$ cat config.mk
export PLATFORM = sky130hd
export DESIGN_NAME = kfirkb_ir_decoder
export DESIGN_NICKNAME = d
export VERILOG_FILES = /design/src/rtl/kfirkb_pkg.sv /design/src/rtl/kfirkb_ir_sync.sv /design/src/rtl/kfirkb_ir_decoder.sv
export SDC_FILE = /design/constraint.sdc
export NUM_CORES = 1
export LEC_CHECK = 0
export ABC_AREA = 1
export CAP_MARGIN = 20
export CORE_ASPECT_RATIO = 1.25
export CORE_MARGIN = 10
export CORE_UTILIZATION = 40
export DETAILED_ROUTE_END_ITERATION = 7
export GPL_ROUTABILITY_DRIVEN = 0
export SETUP_SLACK_MARGIN = 0.4
export SLEW_MARGIN = 20
export SYNTH_ARGS = -nofsm -noshare
export SYNTH_HDL_FRONTEND = slang
export SYNTH_SLANG_ARGS = --single-unit
$ cat constraint.sdc
create_clock -name clock -period 2.5 [get_ports clock]
set_input_delay 0.5 -clock clock [delete_from_list [all_inputs] [get_ports clock]]
set_output_delay 0.5 -clock clock [all_outputs]
set_load 0.01 [all_outputs]
$ cat src/rtl/kfirkb_pkg.sv
// Shared definitions for the IR keyboard link: frame geometry, decoder states
// and the sampling points derived from the bit period.
package kfirkb_pkg;

    localparam int FRAME_BITS = 10;
    localparam int DATA_BITS  = 8;

    typedef enum logic [1:0] {
        IDLE,
        START,
        DATA,
        STOP
    } state_e;

    // Takes "period minus one" so the parameter can be passed straight through.
    function automatic logic [16:0] bit_period(input logic [15:0] last);
        return {1'b0, last} + 17'd1;
    endfunction

    function automatic logic [15:0] quarter_phase(input logic [15:0] last);
        return 16'(bit_period(last) >> 2);
    endfunction

    function automatic logic [15:0] half_phase(input logic [15:0] last);
        return 16'(bit_period(last) >> 1);
    endfunction

    function automatic logic [15:0] three_quarter_phase(input logic [15:0] last);
        return half_phase(last) + quarter_phase(last);
    endfunction

endpackage

$ cat src/rtl/kfirkb_ir_sync.sv
// Synchronizer chain for the raw IR pin with rise/fall detection on the
// synchronized level.
module kfirkb_ir_sync #(
    parameter int sync_stages = 2
) (
    input  logic clock,
    input  logic reset_n,
    input  logic ir_i,
    output logic level_o,
    output logic fall_o,
    output logic rise_o
);

    logic [sync_stages-1:0] chain_q;
    logic [sync_stages:0]   arm_q;
    logic                   prev_q;

    // Edges stay masked until the chain and prev_q hold real pin samples, so a
    // line that is already low when reset releases does not look like a start.
    always_ff @(posedge clock or negedge reset_n) begin
        if (!reset_n) begin
            chain_q <= '1;
            arm_q   <= '0;
            prev_q  <= 1'b1;
        end else begin
            chain_q <= {chain_q[sync_stages-2:0], ir_i};
            arm_q   <= {arm_q[sync_stages-1:0], 1'b1};
            prev_q  <= chain_q[sync_stages-1];
        end
    end

    assign level_o = chain_q[sync_stages-1];
    assign fall_o  = arm_q[sync_stages] & prev_q & ~level_o;
    assign rise_o  = arm_q[sync_stages] & ~prev_q & level_o;

endmodule

$ cat src/rtl/kfirkb_ir_decoder.sv
// Manchester IR frame receiver: recovers 8-bit keycodes and presents them with
// the irq / clear_keycode handshake of the PS/2 keyboard core.
module kfirkb_ir_decoder
    import kfirkb_pkg::*;
#(
    parameter logic [15:0] bit_phase_cycle = 16'd22000 - 16'd1,
    parameter int          sync_stages     = 2
) (
    input  logic       clock,
    input  logic       reset_n,
    input  logic       ir_signal,
    input  logic       clear_keycode,
    output logic       irq,
    output logic [7:0] keycode,
    output logic       frame_error,
    output logic       overrun
);

    localparam logic [15:0] PHASE_Q  = quarter_phase(bit_phase_cycle);
    localparam logic [15:0] PHASE_H  = half_phase(bit_phase_cycle);
    localparam logic [15:0] PHASE_T3 = three_quarter_phase(bit_phase_cycle);

    logic lineLevel;
    logic lineFall;
    logic lineRise;

    kfirkb_ir_sync #(
        .sync_stages(sync_stages)
    ) u_sync (
        .clock   (clock),
        .reset_n (reset_n),
        .ir_i    (ir_signal),
        .level_o (lineLevel),
        .fall_o  (lineFall),
        .rise_o  (lineRise)
    );

    state_e                 state_q, state_d;
    logic [15:0]            phase_q, phase_d;
    logic [3:0]             bit_q, bit_d;
    logic [DATA_BITS-1:0]   shift_q, shift_d;
    logic                   a_q, a_d;
    logic [DATA_BITS-1:0]   key_q, key_d;
    logic                   irq_q, irq_d;
    logic                   ferr_q, ferr_d;
    logic                   ovr_q, ovr_d;
    logic                   deliver;
    logic                   inWindow;
    logic [2:0]             dataIdx;

    assign inWindow = (phase_q > PHASE_Q) && (phase_q < PHASE_T3);
    assign dataIdx  = 3'(bit_q - 4'd1);

    always_ff @(posedge clock or negedge reset_n) begin
        if (!reset_n) begin
            state_q <= IDLE;
            phase_q <= '0;
            bit_q   <= '0;
            shift_q <= '0;
            a_q     <= 1'b0;
            key_q   <= '0;
            irq_q   <= 1'b0;
            ferr_q  <= 1'b0;
            ovr_q   <= 1'b0;
        end else begin
            state_q <= state_d;
            phase_q <= phase_d;
            bit_q   <= bit_d;
            shift_q <= shift_d;
            a_q     <= a_d;
            key_q   <= key_d;
            irq_q   <= irq_d;
            ferr_q  <= ferr_d;
            ovr_q   <= ovr_d;
        end
    end

    always_comb begin
        state_d = state_q;
        phase_d = phase_q;
        bit_d   = bit_q;
        shift_d = shift_q;
        a_d     = a_q;
        key_d   = key_q;
        irq_d   = irq_q;
        ferr_d  = 1'b0;
        ovr_d   = 1'b0;
        deliver = 1'b0;

        if (state_q == IDLE) begin
            if (lineFall) begin
                state_d = START;
                phase_d = '0;
                bit_d   = '0;
            end
        end else begin
            phase_d = (phase_q == bit_phase_cycle) ? '0 : phase_q + 16'd1;
            // The mid-bit transition re-anchors the phase, absorbing clock mismatch.
            if ((lineFall || lineRise) && inWindow) begin
                phase_d = PHASE_H;
            end
            if (phase_q == PHASE_Q) begin
                a_d = lineLevel;
            end

            unique case (state_q)
                START: begin
                    if (phase_q == PHASE_Q && lineLevel) begin
                        state_d = IDLE;
                        phase_d = '0;
                    end else if (phase_q == PHASE_T3 && (!lineLevel || a_q == lineLevel)) begin
                        ferr_d  = 1'b1;
                        state_d = IDLE;
                        phase_d = '0;
                    end else if (phase_q == bit_phase_cycle) begin
                        state_d = DATA;
                        bit_d   = bit_q + 4'd1;
                    end
                end
                DATA: begin
                    if (phase_q == PHASE_T3) begin
                        if (a_q == lineLevel) begin
                            ferr_d  = 1'b1;
                            state_d = IDLE;
                            phase_d = '0;
                        end else begin
                            shift_d[dataIdx] = lineLevel;
                        end
                    end else if (phase_q == bit_phase_cycle) begin
                        bit_d = bit_q + 4'd1;
                        if (bit_q == 4'(FRAME_BITS - 2)) begin
                            state_d = STOP;
                        end
                    end
                end
                STOP: begin
                    if (phase_q == PHASE_T3) begin
                        state_d = IDLE;
                        phase_d = '0;
                        if (a_q || !lineLevel) begin
                            ferr_d = 1'b1;
                        end else begin
                            deliver = 1'b1;
                        end
                    end
                end
                default: begin
                    state_d = IDLE;
                    phase_d = '0;
                end
            endcase
        end

        // An acknowledge in the delivery cycle frees the slot for the new frame.
        if (deliver) begin
            if (!irq_q || clear_keycode) begin
                key_d = shift_q;
                irq_d = 1'b1;
            end else begin
                ovr_d = 1'b1;
            end
        end else if (clear_keycode) begin
            irq_d = 1'b0;
        end
    end

    assign irq         = irq_q;
    assign keycode     = key_q;
    assign frame_error = ferr_q;
    assign overrun     = ovr_q;

endmodule

==> results.md <==
- Status: completed
- TritonCTS clock tree: yes
- Synth Warn #: 0
- Die area: approximately 11000 um^2
- Inst Count DP: around 460
- Wirelength per Cell: about 14 um
- Crit path time final: slightly below 2 ns
- EDFF count, synth: 0
- Hold Crit Class: in -> async
- Ports: 15
- Cells after synthesis: 359
- Worst Skew: 0.003406 ns
- Top-area cell type share of the netlist area: 38.71%
- CTS Buffer Depth: 2
- Reg clk slew, reported paths: 0.10 ns
- Clock sinks: 48
- R2r startpoint: state_q[0]
- Worst reg2reg path depth: 7
- Final WS setup: between 0.5 and 0.6 ns
- Final Slew Violations: 0
- Combinational share of power: 30.8%
- Placement Setup Slack: between 0.4 and 0.5 ns
- Kind of critical path: reg -> reg
- Die W: slightly below 100 um
- Synthesized area per cell: between 8 and 9 um^2
- CP Launch Point: state_q[0]
- Clk Latency, worst-skew pair: around 0.3 ns
- WP data arrival: ~2.1 ns
- Flop2flop setup slack: roughly 0.57 ns
- Slew HR: 61.04%
- Final TNS setup: 0 ns
- Largest vdd supply drop: 0.0003044 V
- Site Rows: 34
- PortBufs: 14
- Adder-Cell Fraction of Synth Area: between 3 and 4%
- Total CTS buffers: 5
- Critical Path Start Type: flop
- H-tree Lvls: 2
- DRC: 0
- Initial Util: 41.44%
- Fillcell total: 696
- Worst-Margin Slew: 0.5844 ns
- Pin count of the biggest net entering global routing: 24
- Crit. End Element: flop
- Post-synth top cells: 81 x nand2_1, 45 x dfrtp_1, 38 x inv_1, 31 x nor2_1, 19 x nand4_1
- Final period util: around 77%
- Crit path capture: bit_q[0]
- Register area share after synthesis: 41.42%
- Iteration-0 DRC Markers: between 80 and 90
- Antenna Nets Post-Route: 0
- Top-count cell post-synth: nand2_1
- Pint: about 0.0013 W
- Cell variety after synth: 34
- Share of cells above drive strength 1: 16.62%
- Fin nets: a little under 400
- Largest family of logic cells by synthesized area: simple AND/OR/NAND/NOR gates
- Unrepaired setup endpoints after global routing: no
- Leakage power: ~1.5 nW
- Compound-gate portion of the synthesized area: under 10%
- # setup viols final: 0
- Synth area leaders: dfrtp_1 39%, nand2_1 10%, inv_1 4.9%
- Net Count, Synth: ~370
- FF+latch count, synth: 48
- Finished Layout Cells: 469
- Final hold viol count: 0
- Flop pwr share: 41.8%
- FF-to-FF End: bit_q[0]
- Simple-Gate Fraction of Synth Area: between 30% and 40%
- Clock power frac: 27.4%
- Post-CTS Setup Bufs: 0
- Ys flop type: dfrtp_1
- Chip height: roughly 120 um
- Final WL: between 6000 and 7000 um
- Max-Cap Viols: 0
- Mux contribution to synthesized area: 4.129%
- Post-DP HPWL: approximately 4900 um
- Tot GR Track Use: between 10% and 20%
- Post-synth ARST share: between 90% and 100%
- Final Util: 46.65%
- First-pass detailed-route iteration total: 4
- XOR/XNOR Fraction of Synth Area: between 2 and 2.5%
- Max Freq: slightly above 0.5 GHz
- CP max FO: 13
- First-pass GRT wire length: roughly 11000 um
- DR vias: 2343
- Area grow syn2layout: 12.56%
- Pwr dens: 650.3 nW/um^2
- Placeable Area: about 7000 um^2
- Vias per cell: roughly 5.0
- Synth area leader: dfrtp_1
- Switching share of power: a little under two fifths
- Switch Pwr: ~0.0008 W
- Gr ovfl total: 0
- # diodes: 0
- Initial antenna violation count: 0
- Root Buffer: clkbuf_8
- Vias in the first global route: ~2300
- Required time of the worst setup path: 2.69 ns
- Netlist Area Pre-Place: 2909 um^2
==> worst max-delay path, stage by stage, from the launching register on <==
cell and delay [ns]:
dfrtp_1 0.43, inv_1 0.10, ha_1 0.53, nand2_1 0.14, inv_1 0.34, nor3_4 0.12
nand3_1 0.09, o21ai_1 0.07
==> state kept, by name, indices dropped and copies added, names as in the netlist <==
| name | cells |
|---|---|
| u_sync.chain_q | 2 |
| bit_q | 4 |
| a_q | 1 |
| u_sync.arm_q | 3 |
| frame_error | 1 |
| shift_q | 8 |
| irq | 1 |
| keycode | 8 |
| state_q | 2 |
| u_sync.prev_q | 1 |
| overrun | 1 |
| phase_q | 16 |
==> layout by cell type (no fill, tap or decap), types with 2 or more instances in the layout <==
master,instances
nand3_1,18
inv_1,38
nand2_1,81
nand2_4,2
ha_1,9
xor2_1,7
nor3_4,2
dfstp_2,3
nand2_2,6
nor2_2,7
nor2_4,5
nor3_1,7
a21oi_1,8
inv_2,9
a31oi_1,2
o21ai_1,17
nor4_1,2
nand3_2,3
o21ai_0,15
mux2_4,8
clkbuf_8,5
nor2_1,30
clkdlybuf4s50_1,13
dfrtp_1,44
nand4_1,19
buf_4,5
==> through the flow <==
| step | total power, W | hold WS, ns | area, um^2 |
|---|---|---|---|
| after global placement | 0.001544 | 0.3367 | 3148 |
| after floorplan | 0.001375 | 0.2044 | 2909 |
| after CTS | 0.002140 | 0.1637 | 3263 |
| final | 0.002129 | 0.1471 | 3274 |
| after global routing | 0.002296 | 0.1740 | 3274 |
| after detailed placement | 0.001552 | 0.3387 | 3148 |
==> cells by family (layout without fill, tap and decap cells) <==
| logic type | count (synthesis) | in the layout |
|---|---|---|
| adder cells (fa/ha/maj) | 9 | 9 |
| AO/OA/AOI/OAI | 48 | 48 |
| AND/OR/NAND/NOR | 183 | 183 |
| flip-flops | 48 | 48 |
| other | 1 | 1 |
| buffers and inverters | 54 | 74 |
| XOR/XNOR | 8 | 8 |
| multiplexers | 8 | 8 |
==> power groups by stage <==
stage | clock, W | sequential (W) | combinational, W
floorplan | 0 | 0.000882 | 0.000492
global placement | 0 | 0.000900 | 0.000644
global route | 0.000649 | 0.000901 | 0.000746
detailed placement | 0 | 0.000905 | 0.000647
CTS | 0.000600 | 0.000889 | 0.000650
finish | 0.000583 | 0.000890 | 0.000656
==> timing repair <==
| item | in CTS | in global routing |
|---|---|---|
| endpoints found under the setup margin | 0 | 8 |
| hold buffers | 0 | 0 |
| gates resized for setup | 0 | 3 |
==> worst min path at each step <==
stage               slack [ns]               to             from
CTS                       0.16         bit_q[1]          reset_n
detailed placement        0.34  u_sync.arm_q[2]  u_sync.arm_q[1]
global placement          0.34  u_sync.arm_q[1]  u_sync.arm_q[0]
floorplan                 0.20              a_q          reset_n
finish                    0.15         bit_q[1]          reset_n
global route              0.17         bit_q[1]          reset_n
==> per-layer routing <==
layer  vias to the layer above  track usage (%)  part of all wire, %
met4                         0            2.956                 0.93
met5                         -                0                    0
met2                        44            21.66                   52
met1                      1085            14.44                   43
met3                         5            2.283                  4.8
li1                       1209                -                    -
==> layout make-up <==
class / count / area (um^2) / area share [%]
clock buffer: 5 / 68.82 / 2.102
clock inverter: 3 / 46.29 / 1.414
inverter: 47 / 176.4 / 5.388
multi-input combinational: 257 / 1491 / 45.55
sequential: 48 / 1206 / 36.84
tap: 90 / 112.6 / 3.439
timing repair buffer: 19 / 172.7 / 5.273
(Power assumes the default switching activity.)
